[src/rtl/apb_arb_pkg.sv]
// Shared types and helpers for the round-robin APB master arbiter.
package apb_arb_pkg;

   typedef enum logic [1:0] {IDLE, SETUP, ACCESS, DONE} arb_state_e;

   localparam int DEF_NREQ    = 4;
   localparam int DEF_AW      = 32;
   localparam int DEF_DW      = 32;
   localparam int DEF_TIMEOUT = 16;

   // Counter only has to reach TIMEOUT-1; keep at least one bit for TIMEOUT of 0 or 1.
   function automatic int tcnt_width(input int timeout);
      return (timeout < 2) ? 1 : $clog2(timeout);
   endfunction

endpackage

[src/rtl/apb_rr_pick.sv]
// Combinational round-robin picker: first asserted request at or after ptr, wrapping.
module apb_rr_pick #(
   parameter  int NREQ = 4,
   localparam int IW   = $clog2(NREQ)
) (
   input  logic [NREQ-1:0] req,
   input  logic [IW-1:0]   ptr,
   output logic [NREQ-1:0] grant_oh,
   output logic [IW-1:0]   grant_idx,
   output logic            any
);

   logic          found;
   logic [IW-1:0] j;

   always_comb begin
      grant_oh  = '0;
      grant_idx = '0;
      any       = |req;
      found     = 1'b0;
      j         = '0;
      for (int k = 0; k < NREQ; k++) begin
         j = IW'((int'(ptr) + k) % NREQ);
         if (!found && req[j]) begin
            found        = 1'b1;
            grant_oh[j]  = 1'b1;
            grant_idx    = j;
         end
      end
   end

endmodule

[src/rtl/apb_rr_master_arbiter.sv]
// Shares one APB master port among NREQ requesters with round-robin grant,
// wait-state absorption and an optional hung-slave timeout.
module apb_rr_master_arbiter
   import apb_arb_pkg::*;
#(
   parameter int NREQ    = DEF_NREQ,
   parameter int AW      = DEF_AW,
   parameter int DW      = DEF_DW,
   parameter int TIMEOUT = DEF_TIMEOUT
) (
   input  logic             HCLK,
   input  logic             HRESET,
   input  logic [NREQ-1:0]  req_valid,
   input  logic [NREQ-1:0]  req_write,
   input  logic [NREQ*AW-1:0] req_addr,
   input  logic [NREQ*DW-1:0] req_wdata,
   output logic [NREQ-1:0]  req_done,
   output logic [DW-1:0]    rsp_rdata,
   output logic             rsp_err,
   output logic [AW-1:0]    PADDR,
   output logic             PSEL,
   output logic             PENABLE,
   output logic             PWRITE,
   output logic [DW-1:0]    PWDATA,
   input  logic [DW-1:0]    PRDATA,
   input  logic             PREADY,
   input  logic             PSLVERR
);

   localparam int IW = $clog2(NREQ);
   localparam int TW = tcnt_width(TIMEOUT);
   localparam logic [TW-1:0] TLIM = TW'((TIMEOUT == 0) ? 0 : TIMEOUT - 1);

   arb_state_e      state_q, state_d;
   logic [IW-1:0]   ptr_q, ptr_d;
   logic [TW-1:0]   tcnt_q, tcnt_d;
   logic [IW-1:0]   grant_idx_q, grant_idx_d;
   logic [NREQ-1:0] grant_oh_q, grant_oh_d;
   logic [AW-1:0]   paddr_q, paddr_d;
   logic            psel_q, psel_d;
   logic            penable_q, penable_d;
   logic            pwrite_q, pwrite_d;
   logic [DW-1:0]   pwdata_q, pwdata_d;
   logic [NREQ-1:0] req_done_q, req_done_d;
   logic [DW-1:0]   rsp_rdata_q, rsp_rdata_d;
   logic            rsp_err_q, rsp_err_d;

   logic [NREQ-1:0] pick_oh;
   logic [IW-1:0]   pick_idx;
   logic            pick_any;
   logic [IW-1:0]   ptr_next;

   apb_rr_pick #(.NREQ(NREQ)) u_pick (
      .req       (req_valid),
      .ptr       (ptr_q),
      .grant_oh  (pick_oh),
      .grant_idx (pick_idx),
      .any       (pick_any)
   );

   assign ptr_next = (grant_idx_q == IW'(NREQ - 1)) ? '0 : grant_idx_q + IW'(1);

   always_comb begin
      state_d     = state_q;
      ptr_d       = ptr_q;
      tcnt_d      = tcnt_q;
      grant_idx_d = grant_idx_q;
      grant_oh_d  = grant_oh_q;
      paddr_d     = paddr_q;
      psel_d      = psel_q;
      penable_d   = penable_q;
      pwrite_d    = pwrite_q;
      pwdata_d    = pwdata_q;
      req_done_d  = '0;
      rsp_rdata_d = rsp_rdata_q;
      rsp_err_d   = rsp_err_q;
      case (state_q)
         IDLE: begin
            if (pick_any) begin
               grant_idx_d = pick_idx;
               grant_oh_d  = pick_oh;
               paddr_d     = req_addr[int'(pick_idx)*AW +: AW];
               pwrite_d    = req_write[pick_idx];
               pwdata_d    = req_wdata[int'(pick_idx)*DW +: DW];
               psel_d      = 1'b1;
               state_d     = SETUP;
            end
         end
         SETUP: begin
            penable_d = 1'b1;
            tcnt_d    = '0;
            state_d   = ACCESS;
         end
         ACCESS: begin
            if (PREADY) begin
               psel_d      = 1'b0;
               penable_d   = 1'b0;
               req_done_d  = grant_oh_q;
               rsp_rdata_d = pwrite_q ? '0 : PRDATA;
               rsp_err_d   = PSLVERR;
               ptr_d       = ptr_next;
               state_d     = DONE;
            end else if (TIMEOUT != 0 && tcnt_q == TLIM) begin
               // Hung slave: complete the requester with an error so it never stalls.
               psel_d      = 1'b0;
               penable_d   = 1'b0;
               req_done_d  = grant_oh_q;
               rsp_rdata_d = '0;
               rsp_err_d   = 1'b1;
               ptr_d       = ptr_next;
               state_d     = DONE;
            end else begin
               tcnt_d = tcnt_q + TW'(1);
            end
         end
         DONE: begin
            state_d = IDLE;
         end
         default: state_d = IDLE;
      endcase
   end

   always_ff @(posedge HCLK) begin
      if (HRESET) begin
         state_q     <= IDLE;
         ptr_q       <= '0;
         tcnt_q      <= '0;
         grant_idx_q <= '0;
         grant_oh_q  <= '0;
         paddr_q     <= '0;
         psel_q      <= 1'b0;
         penable_q   <= 1'b0;
         pwrite_q    <= 1'b0;
         pwdata_q    <= '0;
         req_done_q  <= '0;
         rsp_rdata_q <= '0;
         rsp_err_q   <= 1'b0;
      end else begin
         state_q     <= state_d;
         ptr_q       <= ptr_d;
         tcnt_q      <= tcnt_d;
         grant_idx_q <= grant_idx_d;
         grant_oh_q  <= grant_oh_d;
         paddr_q     <= paddr_d;
         psel_q      <= psel_d;
         penable_q   <= penable_d;
         pwrite_q    <= pwrite_d;
         pwdata_q    <= pwdata_d;
         req_done_q  <= req_done_d;
         rsp_rdata_q <= rsp_rdata_d;
         rsp_err_q   <= rsp_err_d;
      end
   end

   assign req_done  = req_done_q;
   assign rsp_rdata = rsp_rdata_q;
   assign rsp_err   = rsp_err_q;
   assign PADDR     = paddr_q;
   assign PSEL      = psel_q;
   assign PENABLE   = penable_q;
   assign PWRITE    = pwrite_q;
   assign PWDATA    = pwdata_q;

endmodule
[config.mk]
export PLATFORM = sky130hd
export DESIGN_NAME = apb_rr_master_arbiter
export DESIGN_NICKNAME = d
export VERILOG_FILES = /design/src/rtl/apb_arb_pkg.sv /design/src/rtl/apb_rr_pick.sv /design/src/rtl/apb_rr_master_arbiter.sv
export SDC_FILE = /design/constraint.sdc
export NUM_CORES = 1
export LEC_CHECK = 0
export BUFFER_PORTS_ARGS = -buffer_cell sky130_fd_sc_hd__buf_2
export CORE_AREA = 2 2 156 158
export CTS_CLUSTER_DIAMETER = 150
export DETAILED_ROUTE_END_ITERATION = 10
export DIE_AREA = 0 0 158 160
export PLACE_DENSITY = 0.58
export SYNTH_ARGS = -nofsm -noshare
export SYNTH_HDL_FRONTEND = slang
export SYNTH_HIERARCHICAL = 1
export SYNTH_SLANG_ARGS = --single-unit
[constraint.sdc]
create_clock -name HCLK -period 8.24 [get_ports HCLK]
set_input_delay 0.412 -clock HCLK [delete_from_list [all_inputs] [get_ports HCLK]]
set_output_delay 0.412 -clock HCLK [all_outputs]
set_load 0.02 [all_outputs]
==> qor.txt <==
gr usage total -> 16.0%
via count -> 5577
Die H -> 160 um
RSZ-0062 raised after global routing -> false
FP Rows -> 57
Net Sw Power -> 1.02 mW
hold_buf cts -> 0
clock slew at reported path FFs -> 0.06 ns
leakage power -> 4.03 nW
final net count -> 1142
clock power share -> 28.1%
TritonCTS clock tree -> done
initial antenna violation count -> 3
Total Power -> 2.73 mW
Ports -> 404
Area Growth Syn to Fin -> 49.8%
Die W -> 158 um
synthesized area per cell -> 13.1 um^2
Final Instance Area -> 8700 um^2
Mapped Cells -> 444
Root Buffer -> clkbuf_16
RR Endpoint -> PWDATA[24]
# DRC -> 0
CTS sink count -> 118
fin crit share -> 56.8%
PwrDens -> 313 nW/um^2
global-route wire length before repair -> 30.8 mm
met2 Track Usage GR -> 27.3%
Initial Util -> 24.4%
Setup Skew -> 0.0103 ns
post-cts sizing count -> 0
Critical path origin -> ptr_q[0]
CP Data Arrival Time -> 4.98 ns
post-synthesis sequential area ratio -> 40.7%
EDFF count, synth -> 0
layout cells sized above 1 -> 61.7%
Final Slew Violations -> 0
Ys Warns -> 6
sequential power share -> 30.6%
mapped cell area -> 5810 um^2
Post-CTS Setup Bufs -> 0
WHS -> 0.204 ns
busiest grt layer -> met2
Antenna Violating Nets Remaining -> 0
RD Place Congestion -> 0.827
Placement Cell Area -> 8090 um^2
HPWL Detailed -> 16.3 mm
number of global-route vias before repair -> 5536
Internal -> 1.71 mW
CP startpoint kind -> register
flop2flop setup slack -> 3.56 ns
routed wire length -> 21.1 mm
FF-to-FF Start -> ptr_q[0]
core area -> 23800 um^2
DR iter-0 viols -> 359
ys async rst share -> 0%
GR Util met1 -> 19.4%
Max transition margin -> 21.9%
post-route setup TNS -> 0 ns
largest net degree at the start of global routing -> 37
Pre-Repair DR Iteration Count -> 4
synthesis-stage register bit count -> 118
Worst-Skew Late Latency -> 0.41 ns
GR Util met3 -> 4.42%
Wirelength per Cell -> 18.0 um
CTS Buf Count -> 17
crit path max fanout -> 35
class of the worst hold path -> input port to register
Max VDD drop -> 0.000124 V
Worst Setup Path Type -> register to register
worst slew pin tran -> 1.17 ns
GRT overflow -> 0
Net Sw Frac -> 37.4%
port bufs -> 403
endpoints failing setup -> 0
r2r worst-path depth -> 10
outcome -> finished, final reports clean
Min Clock Period, post-route -> 4.68 ns
Comb power frac -> 41.3%
Max-Cap Viols -> 0
CP endpoint -> PWDATA[24]
Die ar. -> 25300 um^2
post-synth cell types -> 45
Final Hold Vio Count -> 0
via/cell ratio -> 4.77
ys flop type -> dfxtp_1
clock buffer depth -> 2
FMAX -> 214 MHz
htree depth -> 4
Mapped Nets -> 755
CP Capture Type -> register
critical path required time -> 8.54 ns
-- critical path, cell delays in order (launching register included) --
cell     delay (ns)
dfxtp_1        0.76
inv_1          0.19
ha_1           0.49
mux4_2         0.48
nor2b_4        0.21
o21ai_1        0.08
and3_1         0.22
o22ai_4        0.86
buf_4          0.60
mux4_2         0.38
a22o_1         0.24
-- logic make-up after synthesis --
kind of cell	synth area share [%]
AO/OA/AOI/OAI	20.2
flip-flops	40.7
multiplexers	27.3
buffers and inverters	4.59
AND/OR/NAND/NOR	4.81
adder cells (fa/ha/maj)	2.37
-- cells in the final DEF, fill, tap and decap left out, types with 3 or more instances in the layout --
master / Yosys / layout
buf_2: 21 / 403
dfxtp_1: 118 / 118
a22o_1: 98 / 98
mux4_2: 68 / 68
clkbuf_16: 0 / 17
a21oi_1: 13 / 12
nand3_1: 11 / 11
ha_1: 11 / 11
nand2_1: 10 / 10
a22oi_1: 8 / 8
buf_4: 3 / 7
inv_6: 0 / 6
o21ai_1: 6 / 6
inv_1: 5 / 5
nor3b_1: 4 / 4
nor2_1: 5 / 4
a31oi_1: 3 / 3
o21ai_0: 3 / 3
or4_1: 3 / 3
mux2i_1: 3 / 3
o211ai_1: 3 / 3
o21a_1: 3 / 3
clkinv_4: 0 / 3
-- Yosys cell counts (5+ instances only) --
cell type | count | area, um^2
nand3_1 | 11 | 55.1
nor2_1 | 5 | 18.8
a21oi_1 | 13 | 65.1
ha_1 | 11 | 138
dfxtp_1 | 118 | 2360
buf_2 | 21 | 105
buf_6 | 6 | 67.6
a22oi_1 | 8 | 60.1
clkbuf_1 | 8 | 30.0
mux4_2 | 68 | 1530
a22o_1 | 98 | 858
inv_1 | 5 | 18.8
o21ai_1 | 6 | 30.0
nand2_1 | 10 | 37.5
-- flip-flops by register name, indices dropped and copies added (netlist names) --
| register | count |
|---|---|
| PADDR | 32 |
| PENABLE | 1 |
| PSEL | 1 |
| PWDATA | 32 |
| PWRITE | 1 |
| grant_idx_q | 2 |
| grant_oh_q | 4 |
| ptr_q | 2 |
| req_done | 4 |
| rsp_err | 1 |
| rsp_rdata | 32 |
| state_q | 2 |
| tcnt_q | 4 |
-- how the worst min path moves through the flow --
stage	cells after the start	slack, ns	start	to
floorplan	2	0.43	grant_oh_q[0]	grant_oh_q[0]
global placement	2	0.44	grant_oh_q[1]	grant_oh_q[1]
detailed placement	2	0.45	grant_oh_q[1]	grant_oh_q[1]
CTS	2	0.18	PRDATA[16]	rsp_rdata[16]
global route	2	0.18	PRDATA[13]	rsp_rdata[13]
finish	2	0.20	PRDATA[16]	rsp_rdata[16]
-- layout make-up --
cell class	instances	area (um^2)
fill	2412	15100
multi-input combinational	277	3230
sequential	118	2360
timing repair buffer	410	2070
clock buffer	18	439
tap	324	405
clock inverter	14	163
inverter	7	26.3
antenna	2	5.00
-- routing by layer --
metal | part of all wire [%] | vias to the layer above
li1 | - | 2609
met1 | 41 | 2697
met2 | 49 | 248
met3 | 8.9 | 19
met4 | 1.4 | 4
met5 | 0.11 | -
-- stage by stage --
step                      utilization, %  worst slack (ns)  cells
after detailed placement            34.0              3.53   1136
after global routing                36.5              3.23   1169
after floorplan                        -              5.08    444
after global placement              34.0              3.65   1136
after CTS                           36.5              3.50   1168
final                               36.5              3.56   1170
-- power groups by stage --
stage / Clock, mW / Sequential (mW) / Combinational (mW)
floorplan: 0 / 1.01 / 0.621
global placement: 0 / 0.846 / 1.13
detailed placement: 0 / 0.846 / 1.15
CTS: 0.787 / 0.837 / 1.15
global route: 0.813 / 0.855 / 1.22
finish: 0.765 / 0.835 / 1.13
(Power assumes the default switching activity.)
